### src/rtl/xge_wb_master.sv
// Command-to-Wishbone bridge: accepts one register command at a time, runs a
// single Wishbone classic cycle with a bounded wait for ack, and returns a
// response (read data or timeout error) under a valid/ready handshake.
module xge_wb_master #(
    parameter int TIMEOUT_CYCLES = 16
) (
    input  logic        wb_clk_i,
    input  logic        wb_rst_i,
    input  logic        cmd_valid,
    output logic        cmd_ready,
    input  logic        cmd_we,
    input  logic [7:0]  cmd_addr,
    input  logic [31:0] cmd_wdata,
    output logic        rsp_valid,
    input  logic        rsp_ready,
    output logic [31:0] rsp_rdata,
    output logic        rsp_err,
    output logic [7:0]  err_count,
    output logic        wb_cyc_o,
    output logic        wb_stb_o,
    output logic        wb_we_o,
    output logic [7:0]  wb_adr_o,
    output logic [31:0] wb_dat_o,
    input  logic [31:0] wb_dat_i,
    input  logic        wb_ack_i
);

    typedef enum logic [1:0] {
        IDLE = 2'd0,
        BUS  = 2'd1,
        RESP = 2'd2
    } state_t;

    // Counter value of the last BUS cycle that may still wait for an ack.
    localparam logic [7:0] TIMEOUT_LAST = 8'(TIMEOUT_CYCLES - 1);

    state_t      state_reg, state_next;
    logic        cmd_ready_reg, cmd_ready_next;
    logic        cyc_reg, cyc_next;
    logic        stb_reg, stb_next;
    logic        we_reg, we_next;
    logic [7:0]  adr_reg, adr_next;
    logic [31:0] dat_reg, dat_next;
    logic        rsp_valid_reg, rsp_valid_next;
    logic [31:0] rsp_rdata_reg, rsp_rdata_next;
    logic        rsp_err_reg, rsp_err_next;
    logic [7:0]  err_count_reg, err_count_next;
    logic [7:0]  to_cnt_reg, to_cnt_next;

    // Next-state and next-output logic; every output is computed here and
    // registered below so nothing combinational reaches a port.
    always_comb begin
        state_next     = state_reg;
        cmd_ready_next = cmd_ready_reg;
        cyc_next       = cyc_reg;
        stb_next       = stb_reg;
        we_next        = we_reg;
        adr_next       = adr_reg;
        dat_next       = dat_reg;
        rsp_valid_next = rsp_valid_reg;
        rsp_rdata_next = rsp_rdata_reg;
        rsp_err_next   = rsp_err_reg;
        err_count_next = err_count_reg;
        to_cnt_next    = to_cnt_reg;

        case (state_reg)
            IDLE: begin
                // cmd_ready is low for the first cycle after reset release,
                // so a command is only taken once the handshake is advertised.
                cmd_ready_next = 1'b1;
                if (cmd_ready_reg && cmd_valid) begin
                    state_next     = BUS;
                    cmd_ready_next = 1'b0;
                    cyc_next       = 1'b1;
                    stb_next       = 1'b1;
                    we_next        = cmd_we;
                    adr_next       = cmd_addr;
                    dat_next       = cmd_we ? cmd_wdata : 32'h0;
                    to_cnt_next    = 8'h0;
                end
            end

            BUS: begin
                // Ack wins over a simultaneous timeout.
                if (wb_ack_i) begin
                    state_next     = RESP;
                    cyc_next       = 1'b0;
                    stb_next       = 1'b0;
                    rsp_valid_next = 1'b1;
                    rsp_rdata_next = we_reg ? 32'h0 : wb_dat_i;
                    rsp_err_next   = 1'b0;
                end else if (to_cnt_reg == TIMEOUT_LAST) begin
                    state_next     = RESP;
                    cyc_next       = 1'b0;
                    stb_next       = 1'b0;
                    rsp_valid_next = 1'b1;
                    rsp_rdata_next = 32'h0;
                    rsp_err_next   = 1'b1;
                    if (err_count_reg != 8'hFF) begin
                        err_count_next = err_count_reg + 8'h1;
                    end
                end else begin
                    to_cnt_next = to_cnt_reg + 8'h1;
                end
            end

            RESP: begin
                if (rsp_ready) begin
                    state_next     = IDLE;
                    rsp_valid_next = 1'b0;
                    cmd_ready_next = 1'b1;
                end
            end

            default: begin
                state_next     = IDLE;
                cmd_ready_next = 1'b0;
                cyc_next       = 1'b0;
                stb_next       = 1'b0;
                rsp_valid_next = 1'b0;
            end
        endcase
    end

    // State and output registers with synchronous reset; reset also aborts
    // any cycle in flight without producing a response.
    always_ff @(posedge wb_clk_i) begin
        if (wb_rst_i) begin
            state_reg     <= IDLE;
            cmd_ready_reg <= 1'b0;
            cyc_reg       <= 1'b0;
            stb_reg       <= 1'b0;
            we_reg        <= 1'b0;
            adr_reg       <= 8'h0;
            dat_reg       <= 32'h0;
            rsp_valid_reg <= 1'b0;
            rsp_rdata_reg <= 32'h0;
            rsp_err_reg   <= 1'b0;
            err_count_reg <= 8'h0;
            to_cnt_reg    <= 8'h0;
        end else begin
            state_reg     <= state_next;
            cmd_ready_reg <= cmd_ready_next;
            cyc_reg       <= cyc_next;
            stb_reg       <= stb_next;
            we_reg        <= we_next;
            adr_reg       <= adr_next;
            dat_reg       <= dat_next;
            rsp_valid_reg <= rsp_valid_next;
            rsp_rdata_reg <= rsp_rdata_next;
            rsp_err_reg   <= rsp_err_next;
            err_count_reg <= err_count_next;
            to_cnt_reg    <= to_cnt_next;
        end
    end

    assign cmd_ready = cmd_ready_reg;
    assign wb_cyc_o  = cyc_reg;
    assign wb_stb_o  = stb_reg;
    assign wb_we_o   = we_reg;
    assign wb_adr_o  = adr_reg;
    assign wb_dat_o  = dat_reg;
    assign rsp_valid = rsp_valid_reg;
    assign rsp_rdata = rsp_rdata_reg;
    assign rsp_err   = rsp_err_reg;
    assign err_count = err_count_reg;

endmodule
### config.mk
export PLATFORM = sky130hd
export DESIGN_NAME = xge_wb_master
export DESIGN_NICKNAME = d
export VERILOG_FILES = /design/src/rtl/xge_wb_master.sv
export SDC_FILE = /design/constraint.sdc
export NUM_CORES = 1
export LEC_CHECK = 0
export ABC_AREA = 1
export BUFFER_PORTS_ARGS = -buffer_cell sky130_fd_sc_hd__clkbuf_2
export CORE_ASPECT_RATIO = 0.5
export CORE_UTILIZATION = 47
export DETAILED_ROUTE_END_ITERATION = 8
export PLACE_DENSITY = 0.76
export SLEW_MARGIN = 40
export SYNTH_ARGS = -nofsm -noshare
export SYNTH_HDL_FRONTEND = slang
export SYNTH_SLANG_ARGS = --single-unit
export TNS_END_PERCENT = 1
### constraint.sdc
create_clock -name wb_clk_i -period 2 [get_ports wb_clk_i]
set_clock_uncertainty 0.15 [all_clocks]
set_input_delay 0.6 -clock wb_clk_i [delete_from_list [all_inputs] [get_ports wb_clk_i]]
set_output_delay 0.6 -clock wb_clk_i [all_outputs]
set_load 0.05 [all_outputs]
## Yosys cells after proc, flatten, opt, wreduce, memory -nomap -nowiden

Index checks and enable logic that the tools add are counted.

- Add/sub/neg operators: 2
- $mul: 0
- Div/mod/pow operators: 0
- Order comparisons: 0
- Equal/unequal tests: 9
- Shifts and indexed selects: 0
- Muxes and demuxes: 25
- Bitwise gates (word level): 4
- Reductions and logical operators: 12

Operators by type and width:

| cell | number |
|---|---|
| 32-bit 2-to-1 mux | 4 |
| 8-bit 2-to-1 mux | 3 |
| 8-bit by 1-bit adder with 8-bit output (second input constant) | 2 |
| 8-bit case mux with 2 select lines | 1 |
| 1-bit 2-to-1 mux | 9 |
| 1-bit case mux with 3 select lines | 3 |
| 3-bit AND reduction | 3 |
| 8-bit by 4-bit == test with 1-bit output (second input constant) | 1 |
| 2-bit 2-to-1 mux | 4 |
| 2-bit != test (second input constant) | 4 |
| 8-bit != test (second input constant) | 1 |
| 4-bit AND reduction | 2 |
| 2-bit case mux with 3 select lines | 1 |
| 2-bit AND reduction | 3 |
| 1-bit inverter | 4 |
| 2-bit nonzero test | 2 |
| 3-bit != test (second input constant) | 1 |
| 2-bit by 1-bit == test with 1-bit output (second input constant) | 1 |
| 2-bit == test (second input constant) | 1 |
| 2-bit logical NOT | 1 |
| 1-bit logical AND | 1 |

- Register bits: 95
- Bits in latches: 0
- Bits in writable memories: 0
- Memory bits (read-only): 0
- Input port bits: 78
- Output and inout port bits: 86
- Word-level logic and storage cells: 63
- Memories: 0

## Logic depth before layout (Yosys ltp)

- Depth in word-level cells: 4
- Depth in mapped cells: 10
- Mapped depth without buffers: 10

## Least setup slack after synthesis

No wires, ideal clock.

- Kind: reg2reg
- Start: reg err_count_reg[0] (netlist: err_count[0])
- End: reg err_count_reg[6] (netlist: err_count[6])
- Library setup time: 137 ps
- Arrival: 1563 ps
- Data required time: 1713 ps
- Path slack: 151 ps
- Cell stages (with the launch flop): 9
- Buffers on the path: 0
- Clock period less this slack: 1849 ps
- Path through: dfxtp_1 > ha_1 > nand2_1 > nor2_1 > nand2_1 > nand3_4 > inv_2 > nand2_1 > a21oi_1

- Word-level cells in the longest chain between the ends: 2
- Elaborated cells between the ends (all ways): 3
- Those cells by class: 1 x add/sub; 1 x eq/ne; 1 x reduce/logical

Ends and longest elaborated chain:

| what | RTL line | text |
|---|---|---|
| start, declared | 47 | `logic [7:0] err_count_reg, err_count_next;` |
| start signal, assigned | 152 | `err_count_reg <= err_count_next;` |
| branches (longest 2 deep; another with 8-bit by 1-bit adder with 8-bit output) | - |  |

Parallel ways; which one is timed is not known.
A chain may end at the register's enable or synchronous reset.

## Worst setup path in the final report

- Start: reg err_count_reg[5] (netlist: err_count[5])
- End: out err_count[5]

RTL lines:

| what | RTL line | text |
|---|---|---|
| end, declared | 18 | `output logic [7:0] err_count,` |

No word-level cell between the ends.

==> report_table.html <==
<table>
<tr><th>Metric</th><th>Value</th></tr>
<tr><th colspan="2">Run status</th></tr>
<tr><td>Status</td><td>completed</td></tr>
<tr><th colspan="2">Detailed routing</th></tr>
<tr><td>Total detailed-routing wirelength</td><td>8944 um</td></tr>
<tr><td>First-pass iteration count of the detailed router</td><td>4</td></tr>
<tr><td>Number of vias per cell after detailed routing</td><td>4.757</td></tr>
<tr><td>Detailed-route wire length per cell</td><td>11.75 um</td></tr>
<tr><td>Number of nets with antenna violations after routing</td><td>0</td></tr>
<tr><td>Number of DRC markers after the initial detailed-route iteration</td><td>230</td></tr>
<tr><td>Remaining design rule violation count</td><td>0</td></tr>
<tr><td>Count of vias placed by the detailed router</td><td>3620</td></tr>
<tr><th colspan="2">Power</th></tr>
<tr><td>Register share of total power</td><td>0.466</td></tr>
<tr><td>Part of the total power dissipated in combinational logic</td><td>0.148</td></tr>
<tr><td>Power per cell area</td><td>862.1 nW/um2</td></tr>
<tr><td>Part of the total power dissipated in the clock network</td><td>0.386</td></tr>
<tr><td>Share of total power consumed by net switching</td><td>0.2777</td></tr>
<tr><td>Leakage power total</td><td>0.002143 uW</td></tr>
<tr><td>Net switching power figure</td><td>1190 uW</td></tr>
<tr><td>Internal power of the cells</td><td>3095 uW</td></tr>
<tr><td>IR drop worst, VDD</td><td>0.5473 mV</td></tr>
<tr><th colspan="2">Finish</th></tr>
<tr><td>Antenna cells</td><td>0</td></tr>
<tr><td>Fraction of layout instances using a drive strength above 1</td><td>0.3201</td></tr>
<tr><td>Total number of nets in the final design</td><td>728</td></tr>
<tr><td>Layout overhead on the synthesized area</td><td>30.66%</td></tr>
<tr><td>Final Cell Area</td><td>4970 um2</td></tr>
<tr><th colspan="2">Yosys</th></tr>
<tr><td>Synth Area in Simple Gates</td><td>0.2796</td></tr>
<tr><td>Share of synthesized area spent on multiplexers</td><td>0</td></tr>
<tr><td>Synth Area in XOR/XNOR</td><td>0.01382</td></tr>
<tr><td>Mapped Cells</td><td>495</td></tr>
<tr><td>Post-synthesis sequential area ratio</td><td>0.5000</td></tr>
<tr><td>Complex-gate fraction of the synthesized area</td><td>0.1372</td></tr>
<tr><td>Mean post-synth cell area</td><td>7.684 um2</td></tr>
<tr><td>Syn Std Cell Area</td><td>3804 um2</td></tr>
<tr><td>Count of distinct cell types in the synthesized netlist</td><td>27</td></tr>
<tr><td>Main combinational cell family by area after synthesis</td><td>simple AND/OR/NAND/NOR gates</td></tr>
<tr><td>Number of synthesis warnings</td><td>0</td></tr>
<tr><td>Synthesized Nets</td><td>575</td></tr>
<tr><td>Number of register bits inferred by synthesis</td><td>95</td></tr>
<tr><td>Adder-cell share of the synthesized area</td><td>0.006579</td></tr>
<tr><th colspan="2">Timing</th></tr>
<tr><td>Fmax</td><td>542.3 MHz</td></tr>
<tr><td>Setup repair after global routing missed its margin</td><td>false</td></tr>
<tr><td>Worst slew margin</td><td>0.7524</td></tr>
<tr><td>TNS Setup</td><td>0 ps</td></tr>
<tr><td>Shortest clock period the worst path allows after layout</td><td>1844 ps</td></tr>
<tr><td>Pin slew with the least headroom to its limit</td><td>371.1 ps</td></tr>
<tr><td>Endpoints failing setup</td><td>0</td></tr>
<tr><td>Fin crit share</td><td>0.9220</td></tr>
<tr><td>Count of final hold-check violations</td><td>0</td></tr>
<tr><td>Final number of max-transition violations</td><td>0</td></tr>
<tr><th colspan="2">CTS</th></tr>
<tr><td>Reg clk slew, reported paths</td><td>60 ps</td></tr>
<tr><td>Clock tree sinks</td><td>95</td></tr>
<tr><td>Hold buffer count at CTS</td><td>0</td></tr>
<tr><td>CTS H-tree depth</td><td>3</td></tr>
<tr><td>Number of CTS-inserted buffers</td><td>9</td></tr>
<tr><td>Clock tree buffer depth</td><td>2</td></tr>
<tr><td>Postcts setup bufs</td><td>0</td></tr>
<tr><td>Worst-skew pair later-pin latency</td><td>330 ps</td></tr>
<tr><td>Buffer cell driving the clock tree root</td><td>clkbuf_16</td></tr>
<tr><td>PostCTS Resize Cnt</td><td>0</td></tr>
<tr><td>Clock tree from TritonCTS</td><td>yes</td></tr>
<tr><th colspan="2">Placed design</th></tr>
<tr><td># port buffers</td><td>163</td></tr>
<tr><td>HPWL after DPL</td><td>6091 um</td></tr>
<tr><td>Routability-driven placement congestion ratio</td><td>0.8874</td></tr>
<tr><td>Standard cell area after detailed placement</td><td>4681 um2</td></tr>
<tr><th colspan="2">Floorplanning</th></tr>
<tr><td>Die footprint</td><td>8478 um2</td></tr>
<tr><td>I/O pin cnt</td><td>164</td></tr>
<tr><td>Standard-cell row count</td><td>22</td></tr>
<tr><td>Initial core utilization</td><td>0.5025</td></tr>
<tr><td>Width of the chip</td><td>129.2 um</td></tr>
<tr><td>Die H</td><td>65.61 um</td></tr>
<tr><td>Core box area</td><td>7570 um2</td></tr>
<tr><th colspan="2">Critical path</th></tr>
<tr><td>Critical path's top delay family</td><td>flip-flops</td></tr>
<tr><td>Data arrival time of the worst path</td><td>1090 ps</td></tr>
<tr><td>Slowest-stage cell, CP</td><td>dfxtp_1</td></tr>
<tr><td>Kind of capture point of the worst setup path</td><td>output pin</td></tr>
<tr><td>Worst Path Class, Setup</td><td>reg2out</td></tr>
<tr><td>Critical path required time</td><td>1250 ps</td></tr>
<tr><td>Highest cell delay on the worst timing path</td><td>440 ps</td></tr>
<tr><td>CP cell instances</td><td>clkbuf_2</td></tr>
<tr><td>Largest fanout on the critical path</td><td>6</td></tr>
<tr><td>Critical Path Start Type</td><td>flip-flop</td></tr>
<tr><td>Total buffers and inverters traversed by the critical path</td><td>1</td></tr>
<tr><th colspan="2">Flow run</th></tr>
<tr><td>Max-cap violations</td><td>0</td></tr>
<tr><th colspan="2">Global routing</th></tr>
<tr><td>Congestion Overflow GR</td><td>0</td></tr>
<tr><td>Global-route wire length before repair</td><td>14230 um</td></tr>
<tr><td>Antenna violations before repair</td><td>0</td></tr>
<tr><td>Number of global-route vias before repair</td><td>3150</td></tr>
<tr><td>Gr usage total</td><td>0.2126</td></tr>
<tr><td>Largest net degree at the start of global routing</td><td>52</td></tr>
<tr><th colspan="2">Worst hold path</th></tr>
<tr><td>Worst hold-check path type</td><td>reg2reg</td></tr>
</table>
cell type report:
cell class	count	area (um2)
clock inverters	7	63.81
inverters	20	75.07
repair buffers	170	905.9
well taps	108	135.1
fillers	672	2600
clock buffers	9	225.2
multi-input cells	352	1663
flip-flops and latches	95	1902
power groups by stage:
stage	Clock, uW	Combinational (uW)	Sequential [uW]
6_report	1650	633	2000
5_1_grt	1780	682	2000
4_1_cts	1690	638	2000
3_5_place_dp	0	636	2040
3_3_place_gp	0	636	2040
2_1_floorplan	0	235	2250
final timing paths:
path	start	end	slack, ps	cells past startpoint
setup / recovery	err_count[5]	err_count[5]	160	1
hold / removal	rsp_rdata[18]	rsp_rdata[18]	310	2
setup reg to reg	to_cnt_reg[0]	rsp_rdata[6]	190	8
hold reg to reg	rsp_rdata[18]	rsp_rdata[18]	310	2
layer usage:
| layer | GRT usage | vias up | share of wire |
|---|---|---|---|
| li1 | - | 1904 | - |
| met1 | 0.2538 | 1595 | 0.45 |
| met2 | 0.3656 | 108 | 0.47 |
| met3 | 0.06189 | 13 | 0.064 |
| met4 | 0.07794 | 0 | 0.014 |
| met5 | 0 | - | 0 |
logic make-up after synthesis:
family                   after synthesis
buffers and inverters                 48
adder cells (fa/ha/maj)                2
AND/OR/NAND/NOR                      248
XOR/XNOR                               6
AO/OA/AOI/OAI                         96
flip-flops                            95
cell usage in the layout (no fill, tap or decap), drive strengths merged:
cell    instances
o21ai          13
clkbuf        171
ha              2
dfxtp          95
nor3b           1
nor2           45
bufinv          1
xor2            6
a21oi          83
buf             8
inv            19
nand4           1
clkinv          7
nand2         156
nand3          43
nand3b          2
cell usage after synthesis:
cell      count  area (um2)
a21oi_1      75       375.4
a21oi_2       8       70.07
buf_2         4       20.02
buf_4         1       7.510
buf_6         5       56.30
buf_8         1       15.01
clkbuf_1     16       60.06
clkbuf_2      1       5.000
clkinv_1      1       3.750
dfxtp_1      95        1902
ha_1          2       25.02
inv_1        16       60.06
inv_2         3       11.26
nand2_1     151       566.8
nand2_2       4       25.02
nand2_4       1       11.26
nand3_1      41       205.2
nand3_2       1       10.01
nand3_4       1       17.52
nand3b_1      2       15.01
nand4_1       1       6.260
nor2_1       41       153.9
nor2_4        4       45.04
nor3b_1       1       7.510
o21ai_0      12       60.06
o21ai_4       1       16.27
xor2_1        6       52.55
through the flow:
step                        util  hold slack [ps]  worst slack (ps)  power [uW]  instances
after floorplan                -            325.5             150.7        2485        495
after global routing      0.6565            328.2             10.76        4469        761
after global placement    0.6183            297.2             231.0        2672        745
after CTS                 0.6565            314.1             145.9        4323        761
final                     0.6565            312.4             156.0        4284        761
after detailed placement  0.6183            304.3             191.5        2674        745
Power figures use the tool's default switching activity.
